## config.mk

```make
export PLATFORM = sky130hd
export DESIGN_NAME = if_id_queue
export DESIGN_NICKNAME = d
export VERILOG_FILES = /design/src/rtl/if_id_queue_pkg.sv /design/src/rtl/if_id_queue.sv
export SDC_FILE = /design/constraint.sdc
export NUM_CORES = 1
export LEC_CHECK = 0
export ABC_CLOCK_PERIOD_IN_PS = 4400
export BUFFER_PORTS_ARGS = -buffer_cell sky130_fd_sc_hd__buf_2
export CORE_ASPECT_RATIO = 0.8
export CORE_MARGIN = 3
export CORE_UTILIZATION = 57
export CTS_CLUSTER_SIZE = 25
export DETAILED_ROUTE_END_ITERATION = 7
export PLACE_DENSITY = 0.85
export SYNTH_ARGS = -nofsm -noshare
export SYNTH_HDL_FRONTEND = slang
export SYNTH_SLANG_ARGS = --single-unit
```

## constraint.sdc

```tcl
create_clock -name clk -period 4.4 [get_ports clk]
set_clock_uncertainty 0.1 [all_clocks]
set_input_delay 0.22 -clock clk [delete_from_list [all_inputs] [get_ports clk]]
set_output_delay 0.22 -clock clk [all_outputs]
set_load 0.01 [all_outputs]
```

## src/rtl/if_id_queue_pkg.sv

```systemverilog
// Shared fetch/decode pipeline types: the IF/ID tuple layout and the decode bubble word.
package if_id_queue_pkg;

    localparam int unsigned IF_ID_WIDTH = 32;

    typedef struct packed {
        logic [IF_ID_WIDTH-1:0] instruction;
        logic [IF_ID_WIDTH-1:0] pc_current;
        logic [IF_ID_WIDTH-1:0] pc_next;
    } if_id_entry_t;

    localparam logic [IF_ID_WIDTH-1:0] INSTR_NOP = '0;

endpackage

```

## src/rtl/if_id_queue.sv

```systemverilog
// Fetch-to-decode instruction queue: circular buffer of IF/ID tuples with valid/ready on
// both sides, a fetch stall when full and a synchronous flush for taken branches/jumps.
module if_id_queue
    import if_id_queue_pkg::*;
#(
    parameter int unsigned DEPTH = 4,
    parameter int unsigned WIDTH = IF_ID_WIDTH
) (
    input  logic                     clk,
    input  logic                     reset,
    input  logic                     in_valid,
    input  logic [WIDTH-1:0]         in_instruction,
    input  logic [WIDTH-1:0]         in_pc_current,
    input  logic [WIDTH-1:0]         in_pc_next,
    output logic                     in_ready,
    output logic                     fetch_stall,
    input  logic                     flush,
    output logic                     out_valid,
    output logic [WIDTH-1:0]         out_instruction,
    output logic [WIDTH-1:0]         out_pc_current,
    output logic [WIDTH-1:0]         out_pc_next,
    input  logic                     out_ready,
    output logic [$clog2(DEPTH):0]   count
);

    localparam int unsigned PTR_W = $clog2(DEPTH);
    localparam int unsigned CNT_W = PTR_W + 1;
    localparam logic [CNT_W-1:0] FULL_COUNT = CNT_W'(DEPTH);

    logic [PTR_W-1:0] wr_ptr_q, wr_ptr_d;
    logic [PTR_W-1:0] rd_ptr_q, rd_ptr_d;
    logic [CNT_W-1:0] count_q, count_d;
    logic             push, pop;

    if_id_entry_t mem_q [DEPTH];
    if_id_entry_t in_entry;
    if_id_entry_t head;

    // Readiness depends only on registered occupancy, never on out_ready.
    assign in_ready    = (count_q != FULL_COUNT);
    assign fetch_stall = ~in_ready;
    assign out_valid   = (count_q != '0);
    assign count       = count_q;

    assign push = in_valid && in_ready;
    assign pop  = out_valid && out_ready;

    assign in_entry = '{
        instruction: in_instruction,
        pc_current:  in_pc_current,
        pc_next:     in_pc_next
    };

    assign head = mem_q[rd_ptr_q];

    always_comb begin
        out_instruction = INSTR_NOP;
        out_pc_current  = '0;
        out_pc_next     = '0;
        if (out_valid) begin
            out_instruction = head.instruction;
            out_pc_current  = head.pc_current;
            out_pc_next     = head.pc_next;
        end
    end

    always_comb begin
        wr_ptr_d = wr_ptr_q;
        rd_ptr_d = rd_ptr_q;
        count_d  = count_q;
        if (flush) begin
            wr_ptr_d = '0;
            rd_ptr_d = '0;
            count_d  = '0;
        end else begin
            if (push) begin
                wr_ptr_d = wr_ptr_q + PTR_W'(1);
            end
            if (pop) begin
                rd_ptr_d = rd_ptr_q + PTR_W'(1);
            end
            unique case ({push, pop})
                2'b10:   count_d = count_q + CNT_W'(1);
                2'b01:   count_d = count_q - CNT_W'(1);
                default: count_d = count_q;
            endcase
        end
    end

    always_ff @(posedge clk) begin
        if (reset) begin
            wr_ptr_q <= '0;
            rd_ptr_q <= '0;
            count_q  <= '0;
        end else begin
            wr_ptr_q <= wr_ptr_d;
            rd_ptr_q <= rd_ptr_d;
            count_q  <= count_d;
        end
    end

    // Storage is never cleared; a write in a flush or reset cycle is simply dropped.
    always_ff @(posedge clk) begin
        if (push && !flush && !reset) begin
            mem_q[wr_ptr_q] <= in_entry;
        end
    end

endmodule
```

# Yosys cells after proc, flatten, opt, wreduce, memory -nomap -nowiden
# Memories as Yosys holds them, arrays and structs flattened. A register that Yosys moved wholly into a read port is not among the register bits.
# Cells that the tools add are included.
# op_classes
add_sub_neg	4
n_mux	8
n_reduce_logical	9
bitwise	1
eq_ne	3
# op_table
op	count
32-bit 2-to-1 mux	3
3-bit case mux with 2 select lines	1
2-bit by 1-bit adder with 2-bit output (second input constant)	2
1-bit logical AND	4
2-bit 2-to-1 mux	2
3-bit by 1-bit adder with 3-bit output (second input constant)	1
3-bit != test (second input constant)	1
3-bit nonzero test	1
3-bit by 1-bit subtractor with 3-bit output (second input constant)	1
2-bit by 1-bit == test with 1-bit output (second input constant)	1
2-bit == test (second input constant)	1
1-bit logical NOT	2
1-bit 2-to-1 mux	2
2-bit nonzero test	1
2-bit OR reduction	1
1-bit NOT	1
# totals
elab_cells	29
memories	1
in_bits	101
regBits	7
out_inout_bits	102
mem_bits_rw	384
# memory_table
memory	depth	word_bits	rd	rd_clocked_by_memory_dff	wr	line_no	text
mem_q	4	96	1	1	1	if_id_queue.sv:35	if_id_entry_t mem_q [DEPTH];

# Depth between registers and ports, before layout
# Gate-level depths: netlist of the first run.
# logic_depth
word_depth	6
mapped_depth	10
depth_no_buf	9

# Least setup slack after synthesis of the first run
# No wires, ideal clock.
# synth_timing
path_kind	reg-to-reg
from	register count_q[0] (netlist: count[0])
to	memory mem_q[0][0] (netlist bit), enable pin
setup_slack_ns	0.536
path_buffers	1
t_required_ns	3.834
synth_period_minus_slack_ns	3.864
arrival_ns	3.298
path_stages_with_launch	5
setup_time_ns	0.466
path_cell_list	dfxtp_1 -> or3b_1 -> clkbuf_1 -> and2_4 -> and3_1
# synth_via
elab_chain_cells	6
# synth_lines
element	line_no	text
from (decl)	if_id_queue.sv:32	logic [CNT_W-1:0] count_q, count_d;
from (signal assigned)	if_id_queue.sv:98	count_q <= count_d;
3-bit != test	if_id_queue.sv:40	assign in_ready = (count_q != FULL_COUNT);
via in_ready	if_id_queue.sv:15	output logic in_ready,
1-bit logical AND	if_id_queue.sv:45	assign push = in_valid && in_ready;
1-bit logical AND (2 in a row)	if_id_queue.sv:104	if (push && !flush && !reset) begin
1-bit 2-to-1 mux	if_id_queue.sv:104	
1-bit 2-to-1 mux (not written as such)	if_id_queue.sv:105	mem_q[wr_ptr_q] <= in_entry;
to (decl)	if_id_queue.sv:35	
# The timed path passes the listed nets, and every way through them passes these cells.

==> results of run 1 <==
==> power by group <==
part	total (W)	switching, W	internal, W
Sequential	0.00416	0.0000154	0.00415
Combinational	0.000428	0.000219	0.000209
Clock	0.00318	0.00127	0.00191
==> registers in the layout (all words and copies together) (netlist names), named ones only <==
register  count
mem_q       384
wr_ptr_q      2
count         3
rd_ptr_q      2
==> cells in the final DEF, fill, tap and decap left out, types with 2 or more instances in the layout <==
cell | netlist | final
sky130_fd_sc_hd__mux4_2 | 96 | 96
sky130_fd_sc_hd__clkbuf_1 | 16 | 8
sky130_fd_sc_hd__ha_1 | 5 | 5
sky130_fd_sc_hd__clkinv_2 | 0 | 3
sky130_fd_sc_hd__buf_4 | 0 | 8
sky130_fd_sc_hd__buf_12 | 1 | 3
sky130_fd_sc_hd__diode_2 | 0 | 2
sky130_fd_sc_hd__buf_2 | 12 | 202
sky130_fd_sc_hd__o31ai_1 | 2 | 2
sky130_fd_sc_hd__nor2_1 | 7 | 7
sky130_fd_sc_hd__bufinv_16 | 0 | 6
sky130_fd_sc_hd__xor2_1 | 4 | 4
sky130_fd_sc_hd__inv_1 | 8 | 8
sky130_fd_sc_hd__a21oi_1 | 3 | 3
sky130_fd_sc_hd__and2_1 | 96 | 96
sky130_fd_sc_hd__and3_4 | 0 | 4
sky130_fd_sc_hd__clkbuf_16 | 0 | 37
sky130_fd_sc_hd__dfxtp_4 | 0 | 2
sky130_fd_sc_hd__dfxtp_1 | 9 | 7
sky130_fd_sc_hd__dlygate4sd3_1 | 0 | 100
sky130_fd_sc_hd__clkinv_1 | 0 | 8
sky130_fd_sc_hd__edfxtp_1 | 384 | 384
==> cell families (layout without fill, tap and decap cells) <==
kind of cell	after synthesis	in the layout	share of synthesized area [%]
other	0	2	0
adders and majority gates	6	6	0.5515
and+or+nand+nor	114	114	4.671
DFF	393	393	78.22
xor gates and xnor gates	4	4	0.2340
buffers and inverters	43	385	1.546
muxes	96	96	14.44
AOI/OAI and AO/OA	8	8	0.3425
==> worst paths after layout <==
path | start | to | slack, ns | cells past startpoint
max | flip-flop | out_pc_next[28] | 1.46 | 4
min | out_ready | rd_ptr_q[0] | 0.05 | 4
max reg2reg | count[0] | mem_q[3][54] | 1.80 | 4
min reg2reg | rd_ptr_q[1] | flip-flop | 0.45 | 2
==> per-stage QoR <==
stage	worst slack [ns]	total power [W]	hold WS, ns
finish	1.457	0.007771	0.04834
floorplan	0.5361	0.004416	0.2189
detailed placement	1.825	0.004591	0.3367
CTS	1.372	0.007817	0.03200
global placement	1.930	0.004578	0.3341
global route	1.255	0.008013	0.06143
==> layout make-up <==
type                    count  area [um2]  share of cell area, %
diodes                      2       5.005                0.02694
clock buffers              46       969.7                  5.219
well taps                 351       439.2                  2.364
repair buffers            313        2132                  11.48
inverters                   8       30.03                 0.1616
clock inverters            18       232.7                  1.253
flip-flops and latches    393       11720                  63.07
multi-input cells         228        3052                  16.43
==> routing by layer <==
metal / global-route usage (%) / vias up
met5: 0 / -
li1: - / 3332
met2: 37.76 / 352
met1: 30.25 / 3924
met3: 5.090 / 49
met4: 6.649 / 0
==> critical path: stages (launching register included) <==
cell,delay (ns)
sky130_fd_sc_hd__dfxtp_4,0.68
sky130_fd_sc_hd__buf_4,0.48
sky130_fd_sc_hd__mux4_2,0.56
sky130_fd_sc_hd__and2_1,0.22
sky130_fd_sc_hd__buf_2,0.15
==> timing repair <==
item                                    CTS  global route
endpoints found under the hold margin   391             0
endpoints found under the setup margin    0             0
hold buffers                            100             0
==> summary.md, run 1 <==
| Metric | Value |
|---|---|
| Run status | complete, no violations |
| Cell types occupying the most area after synthesis | sky130_fd_sc_hd__edfxtp_1 (77%), sky130_fd_sc_hd__mux4_2 (14%), sky130_fd_sc_hd__and2_1 (4.0%) |
| Met2 layer wire length in the routed design | 15520 um |
| Share of the synthesized area in the top cell type | 77.01% |
| Detail Route Antenna Nets | 0 |
| Total via count in the routed design | 7657 |
| TritonCTS clock tree | yes |
| Die Height | 151.0 um |
| Pin count of the biggest net entering global routing | 83 |
| Crit path arrival time | 2.62 ns |
| Max rail drop VDD | 0.3311 mV |
| DR pass1 iterations | 5 |
| GRT Total Usage | 22.47% |
| Highest routed layer | met4 |
| Clock-pin slew on the worst setup and hold paths | 0.06 ns |
| Upper clock frequency limit | 339.7 MHz |
| Area inside the core boundary | 0.02557 mm2 |
| Wire length of the first global-routing pass | 47600 um |
| Area after detailed placement | 0.01637 mm2 |
| Critical Path Sink Type | output pin |
| Number of synthesized flops with an enable pin | 384 |
| TritonCTS Buffers | 36 |
| Die area | 0.02826 mm2 |
| Post-Route Setup TNS | 0 ns |
| Top Ports | 203 |
| Final Core Density | 72.66% |
| DRC Markers | 0 |
| Design area | 0.01858 mm2 |
| Starting DRT DRC Count | 819 |
| Initial antenna violation count | 2 |
| DIE WIDTH | 187.2 um |
| Slew @ Worst Pin | 0.8529 ns |
| Asr flop ratio synth | 0% |
| Clock network latency to the later pin of the worst-skew pair | 0.51 ns |
| Max-slew violation count | 0 |
| Power density of the placed cells | 418.2 mW/mm2 |
| Synthesized Nets | 771 |
| Final weighted congestion of routability-driven global placement | 0.7529 |
| Post-Syn Instances | 664 |
| Layout-stage area growth over the synthesis result | 24.08% |
| Grt total ovfl | 0 |
| Fraction of layout instances using a drive strength above 1 | 36.38% |
| Met1 Routed Length | 11970 um |
| Clock Tree Buf Depth | 3 |
| Total of cells resized after clock tree synthesis | 0 |
| Number of port buffers | 202 |
| Primary FF master, synth | sky130_fd_sc_hd__edfxtp_1 |
| Reported leakage power | 6.452 nW |
| Synth cell count leaders | sky130_fd_sc_hd__edfxtp_1 (384), sky130_fd_sc_hd__and2_1 (96), sky130_fd_sc_hd__mux4_2 (96) |
| Number of register bits inferred by synthesis | 393 |
| Initial core utilization | 58.56% |
| Synth area leader | sky130_fd_sc_hd__edfxtp_1 |
| Number of H-tree branching levels | 2 |
| Met3 layer wire length in the routed design | 2677 um |
| Max Cap Violations | 0 |
| Post-synthesis sequential area ratio | 78.22% |
| Clock Root Buffer | sky130_fd_sc_hd__clkbuf_16 |
| Setup repair after global routing missed its margin | false |
| Post-DP HPWL | 17610 um |
| Detailed-route vias per instance | 5.634 |
| CP startpoint kind | flip-flop |
| Final setup viols | 0 |
| Fill cells | 1462 |
| Placed cell count | 1193 |
| Hold Violations, Final | 0 |
| Most frequent cell after synthesis | sky130_fd_sc_hd__edfxtp_1 |
| Clock Sink Count | 393 |
| Number of core rows | 52 |
| Post-route non-filler standard cell count | 1359 |
| Final layout net count | 1087 |
| Post-route fraction of the period consumed by the critical path | 66.89% |
| Maximum net fanout on the critical path | 25 |
| Worst slew margin relative to its limit | 43.14% |
| Shortest period the worst path allows | 2.943 ns |
| Average cell area after synthesis | 22.55 um2 |
| Wirelength per Cell | 22.70 um |
| Crit Path Class | reg2out |
| Count of different cell masters after synthesis | 26 |
| Path type of the worst min-delay path | in2reg |
| Via count of the first global-routing pass | 8183 |
| WP data required | 4.08 ns |
| Buffers inserted by post-CTS timing repair | 0 |
| Post-Synthesis Cell Area | 0.01497 mm2 |
| Ys Warns | 0 |
| Final wirelength | 30850 um |
No activity file was read; power rests on OpenSTA's default activity.
==> inputs of run 2 (changes only) <==
--- a/config.mk
+++ b/config.mk
@@ -5,7 +5,8 @@
 export SDC_FILE = /design/constraint.sdc
 export NUM_CORES = 1
 export LEC_CHECK = 0
-export ABC_CLOCK_PERIOD_IN_PS = 4400
+export ABC_AREA = 1
+export ABC_CLOCK_PERIOD_IN_PS = 3050
 export BUFFER_PORTS_ARGS = -buffer_cell sky130_fd_sc_hd__buf_2
 export CORE_ASPECT_RATIO = 0.8
 export CORE_MARGIN = 3
==> constraint.sdc (replaced) <==
create_clock -name clk -period 3.05 [get_ports clk]
set_clock_uncertainty 0.1 [all_clocks]
set_input_delay 0.1525 -clock clk [delete_from_list [all_inputs] [get_ports clk]]
set_output_delay 0.1525 -clock clk [all_outputs]
set_load 0.01 [all_outputs]
==> summary.md, run 2 <==
| Metric | Value |
|---|---|
| Starting DRT DRC Count | 1223 (+49%) |
| Clock Sink Count | 393 (unchanged) |
| Post-synthesis sequential area ratio | 76.23% (-2.0 points) |
| Clock Tree Buf Depth | 3 (unchanged) |
| R2R depth | 7 (+3) |
| Run status | complete, no violations |
| Crit path largest cell delay | 0.56 ns (-0.12 ns) |
| Slew @ Worst Pin | 0.7249 ns (-0.1280 ns) |
| Upper clock frequency limit | 356.9 MHz |
| Max-slew violation count | 0 (unchanged) |
| Primary FF master, synth | sky130_fd_sc_hd__edfxtp_1 |
| CP startpoint kind | flip-flop |
| Slowest stage cell on the critical path | sky130_fd_sc_hd__clkinv_2 |
| DIE WIDTH | 189.5 um (+1.2%) |
| Count of different cell masters after synthesis | 18 (-31%) |
| Commonest non-fill, non-tap cells in the layout | sky130_fd_sc_hd__nor2_1 (394), sky130_fd_sc_hd__edfxtp_1 (384), sky130_fd_sc_hd__buf_2 (202) |
| Kind of cell adding the most delay to the critical path | buffers and inverters |
| WP data required | 2.80 ns (-1.28 ns) |
| P_sw | 0.002381 W (+58%) |
| Routing usage on met2 | 42.80% (+5.0 points) |
| Final wirelength | 37080 um (+20%) |
| Grt met3 use | 5.274% (+0.18 points) |
| Initial antenna violation count | 0 (-2) |
| Top Ports | 203 (unchanged) |
| Setup repair after global routing missed its margin | false |
| Clock network latency to the later pin of the worst-skew pair | 0.51 ns (about the same) |
| R2R setup slack | 0.63 ns (-1.17 ns) |
| Wire length of the first global-routing pass | 58070 um (+22%) |
| Hold_ws | 0.2854 ns (+0.2371 ns) |
| Final setup viols | 0 (unchanged) |
| Synth area leader | sky130_fd_sc_hd__edfxtp_1 |
| Post-Synthesis Cell Area | 0.01536 mm2 (+2.6%) |
| Initial core utilization | 58.21% (-0.35 points) |
| Final weighted congestion of routability-driven global placement | 0.8282 (+10%) |
| Crit Path Class | reg2out |
| Via count of the first global-routing pass | 10820 (+32%) |
| Cell types occupying the most area after synthesis | sky130_fd_sc_hd__edfxtp_1 (75%), sky130_fd_sc_hd__nor2_1 (9.7%), sky130_fd_sc_hd__o21ai_0 (5.8%) |
| DR pass1 iterations | 6 (+1) |
| Clock network power share | 39.1% (-1.8 points) |
| TritonCTS clock tree | yes |
| Die area | 0.02897 mm2 (+2.5%) |
| Number of register bits inferred by synthesis | 393 (unchanged) |
| Crit path arrival time | 2.55 ns (-0.07 ns) |
| Shortest period the worst path allows | 2.802 ns |
| Hold buffer count at CTS | 101 (+1.0%) |
| Max Cap Violations | 0 (unchanged) |
| Clock-pin slew on the worst setup and hold paths | 0.07 ns (about the same) |
| Total of cells resized after clock tree synthesis | 0 (unchanged) |
| Final layout net count | 1620 (+49%) |
| Asr flop ratio synth | 0% (unchanged) |
| Share of the synthesized area in the top cell type | 75.06% (-2.0 points) |
| Post-DP HPWL | 20670 um (+17%) |
| Detailed-route vias per instance | 5.608 (-0.47%) |
| Buffers inserted by post-CTS timing repair | 0 (unchanged) |
| Share of power burned in combinational logic | 7.1% (+1.6 points) |
| Multi-input gate area in the final layout | 0.003167 mm2 (+3.8%) |
| Number of flip-flops under the largest register name | 384 (unchanged) |
| Series of cell instances along the critical path | nor2_1 -> nand2_1 -> clkinv_2 -> buf_12 -> a21oi_1 -> buf_2 |
| Clock Root Buffer | sky130_fd_sc_hd__clkbuf_16 |
| Depth of the worst hold-timing path | 2 (-2) |
| Worst R2R End | mem_q[1][28] |
| Fraction of layout instances using a drive strength above 1 | 19.16% (-17 points) |
| Hold Violations, Final | 0 (unchanged) |
| Post-Route Setup TNS | 0 ns (unchanged) |
| Grt total ovfl | 0 (unchanged) |
| Met1 demand-to-capacity share in global routing | 33.31% (+3.1 points) |
| Critical path buffer and inverter count | 3 (+1) |
| DRC Markers | 0 (unchanged) |
| Average cell area after synthesis | 12.73 um2 (-44%) |
| Net switching share of the total power | 21.30% (+1.9 points) |
| Wirelength per Cell | 19.55 um (-14%) |
| Sequential group share of total power | 53.8% (+0.2 points) |
| Number of core rows | 53 (+1.9%) |
| Ys Warns | 0 (unchanged) |
| Path type of the worst min-delay path | in2reg |
| Most frequent cell after synthesis | sky130_fd_sc_hd__nor2_1 |
| Pin count of the biggest net entering global routing | 97 (+17%) |
| Critical hold path startpoint | in_pc_current[10] |
| Fill cells | 1623 (+11%) |
| Max rail drop VDD | 0.5542 mV (+67%) |
| Placed cell count | 1730 (+45%) |
| Post-route fraction of the period consumed by the critical path | 91.87% |
| Total via count in the routed design | 10640 (+39%) |
| Sequential standard cell area | 0.01172 mm2 (unchanged) |
| TritonCTS Buffers | 37 (+2.8%) |
| Post-Syn Instances | 1207 (+82%) |
| Layout-stage area growth over the synthesis result | 24.65% |
| Synthesized Nets | 1314 (+70%) |
| Area inside the core boundary | 0.02639 mm2 (+3.2%) |
| Most common library cell in the layout ignoring fill and taps | sky130_fd_sc_hd__nor2_1 |
| Die Height | 152.8 um (+1.2%) |
| # diodes | 0 (-2) |
| Synth cell count leaders | sky130_fd_sc_hd__nor2_1 (398), sky130_fd_sc_hd__edfxtp_1 (384), sky130_fd_sc_hd__o21ai_0 (177) |
| GRT Total Usage | 25.21% (+2.7 points) |
| Register ranked first by flip-flop count | mem_q |
| Post-route non-filler standard cell count | 1897 (+40%) |
| Number of synthesized flops with an enable pin | 384 (unchanged) |
| Internal power component | 0.008798 W (+40%) |
| Hold Path End | mem_q[3][42] |
| R2R Path Start | count[1] |
| Number of H-tree branching levels | 2 (unchanged) |
| Power density of the placed cells | 583.8 mW/mm2 (+40%) |
| Gr busiest metal | met2 |
| Critical Path Sink Type | output pin |
| Detail Route Antenna Nets | 0 (unchanged) |
| Number of port buffers | 202 (unchanged) |
| Worst slew margin relative to its limit | 51.56% (+8.4 points) |
| Reported leakage power | 7.048 nW (+9.2%) |
| Maximum net fanout on the critical path | 39 (+56%) |
## run 2: cell count changes in the layout (fill, tap and decap cells not counted), moves of 5 or more
cell / delta
sky130_fd_sc_hd__o21ai_1: +17
sky130_fd_sc_hd__nor2_1: +387
sky130_fd_sc_hd__o21ai_0: +176
sky130_fd_sc_hd__nand2_1: +15
sky130_fd_sc_hd__a21oi_1: +98
sky130_fd_sc_hd__inv_1: +11
sky130_fd_sc_hd__mux4_2: -96
sky130_fd_sc_hd__and2_1: -96
sky130_fd_sc_hd__buf_4: +6
sky130_fd_sc_hd__buf_12: +20
sky130_fd_sc_hd__clkinv_1: +5
## run 2: layer usage
layer / vias up / share of wire [%]
met5: - / 0
met1: 5124 / 38
met2: 551 / 50
li1: 4875 / -
met4: 0 / 2.6
met3: 88 / 8.9
## run 2: cells by family after synthesis
group | Yosys count | synth area share, %
AND/OR/NAND/NOR | 418 | 10.27
adder cells (fa/ha/maj) | 6 | 0.5376
AO/OA/AOI/OAI | 295 | 9.611
flip-flops | 393 | 76.23
buffers and inverters | 95 | 3.347
## run 2: worst register-to-register path: stages (launching register included)
cell and delay, ns:
sky130_fd_sc_hd__dfxtp_1 0.38, sky130_fd_sc_hd__nor2_1 0.09, sky130_fd_sc_hd__nand2_1 0.16, sky130_fd_sc_hd__inv_1 0.08, sky130_fd_sc_hd__nor2_1 0.13, sky130_fd_sc_hd__nand2_1 0.26, sky130_fd_sc_hd__nor2_4 0.64, sky130_fd_sc_hd__buf_12 0.28
## run 2: layout make-up
class | count | share of cell area, %
clock buffers | 45 | 5.214
clock inverters | 21 | 0.7449
inverters | 22 | 0.4574
multi-input cells | 719 | 16.54
flip-flops and latches | 393 | 61.20
well taps | 357 | 2.333
repair buffers | 340 | 13.51
## run 2: through the flow
| step | worst slack, ns | instance area (um2) | util [%] | total power [W] |
|---|---|---|---|---|
| 2_1_floorplan | -1.035 | 15370 | - | 0.006462 |
| 3_5_place_dp | 0.6639 | 17000 | 64.40 | 0.006794 |
| 6_report | 0.2479 | 19150 | 72.55 | 0.01118 |
| 3_3_place_gp | 0.7200 | 17000 | 64.40 | 0.006770 |
| 4_1_cts | 0.2813 | 19150 | 72.55 | 0.01119 |
| 5_1_grt | 0.06741 | 19150 | 72.55 | 0.01153 |
## run 2: how the worst max path moves through the flow
stage,end,start,depth (start not counted),slack (ns)
after floorplan,mem_q[0][0],count[1],6,-1.03
after global placement,mem_q[1][45],count[1],7,0.72
after detailed placement,mem_q[1][39],count[1],7,0.66
after CTS,out_pc_next[5],count[1],6,0.28
after global routing,out_pc_next[5],count[1],6,0.07
final,out_pc_next[26],count[1],6,0.25
## run 2: power by group through the flow
stage / clock, W / combinational, W / sequential, W
after floorplan: 0 / 0.000333 / 0.00613
after global placement: 0 / 0.000646 / 0.00612
after detailed placement: 0 / 0.000667 / 0.00613
after CTS: 0.00440 / 0.000777 / 0.00601
after global routing: 0.00465 / 0.000861 / 0.00601
final: 0.00437 / 0.000795 / 0.00601
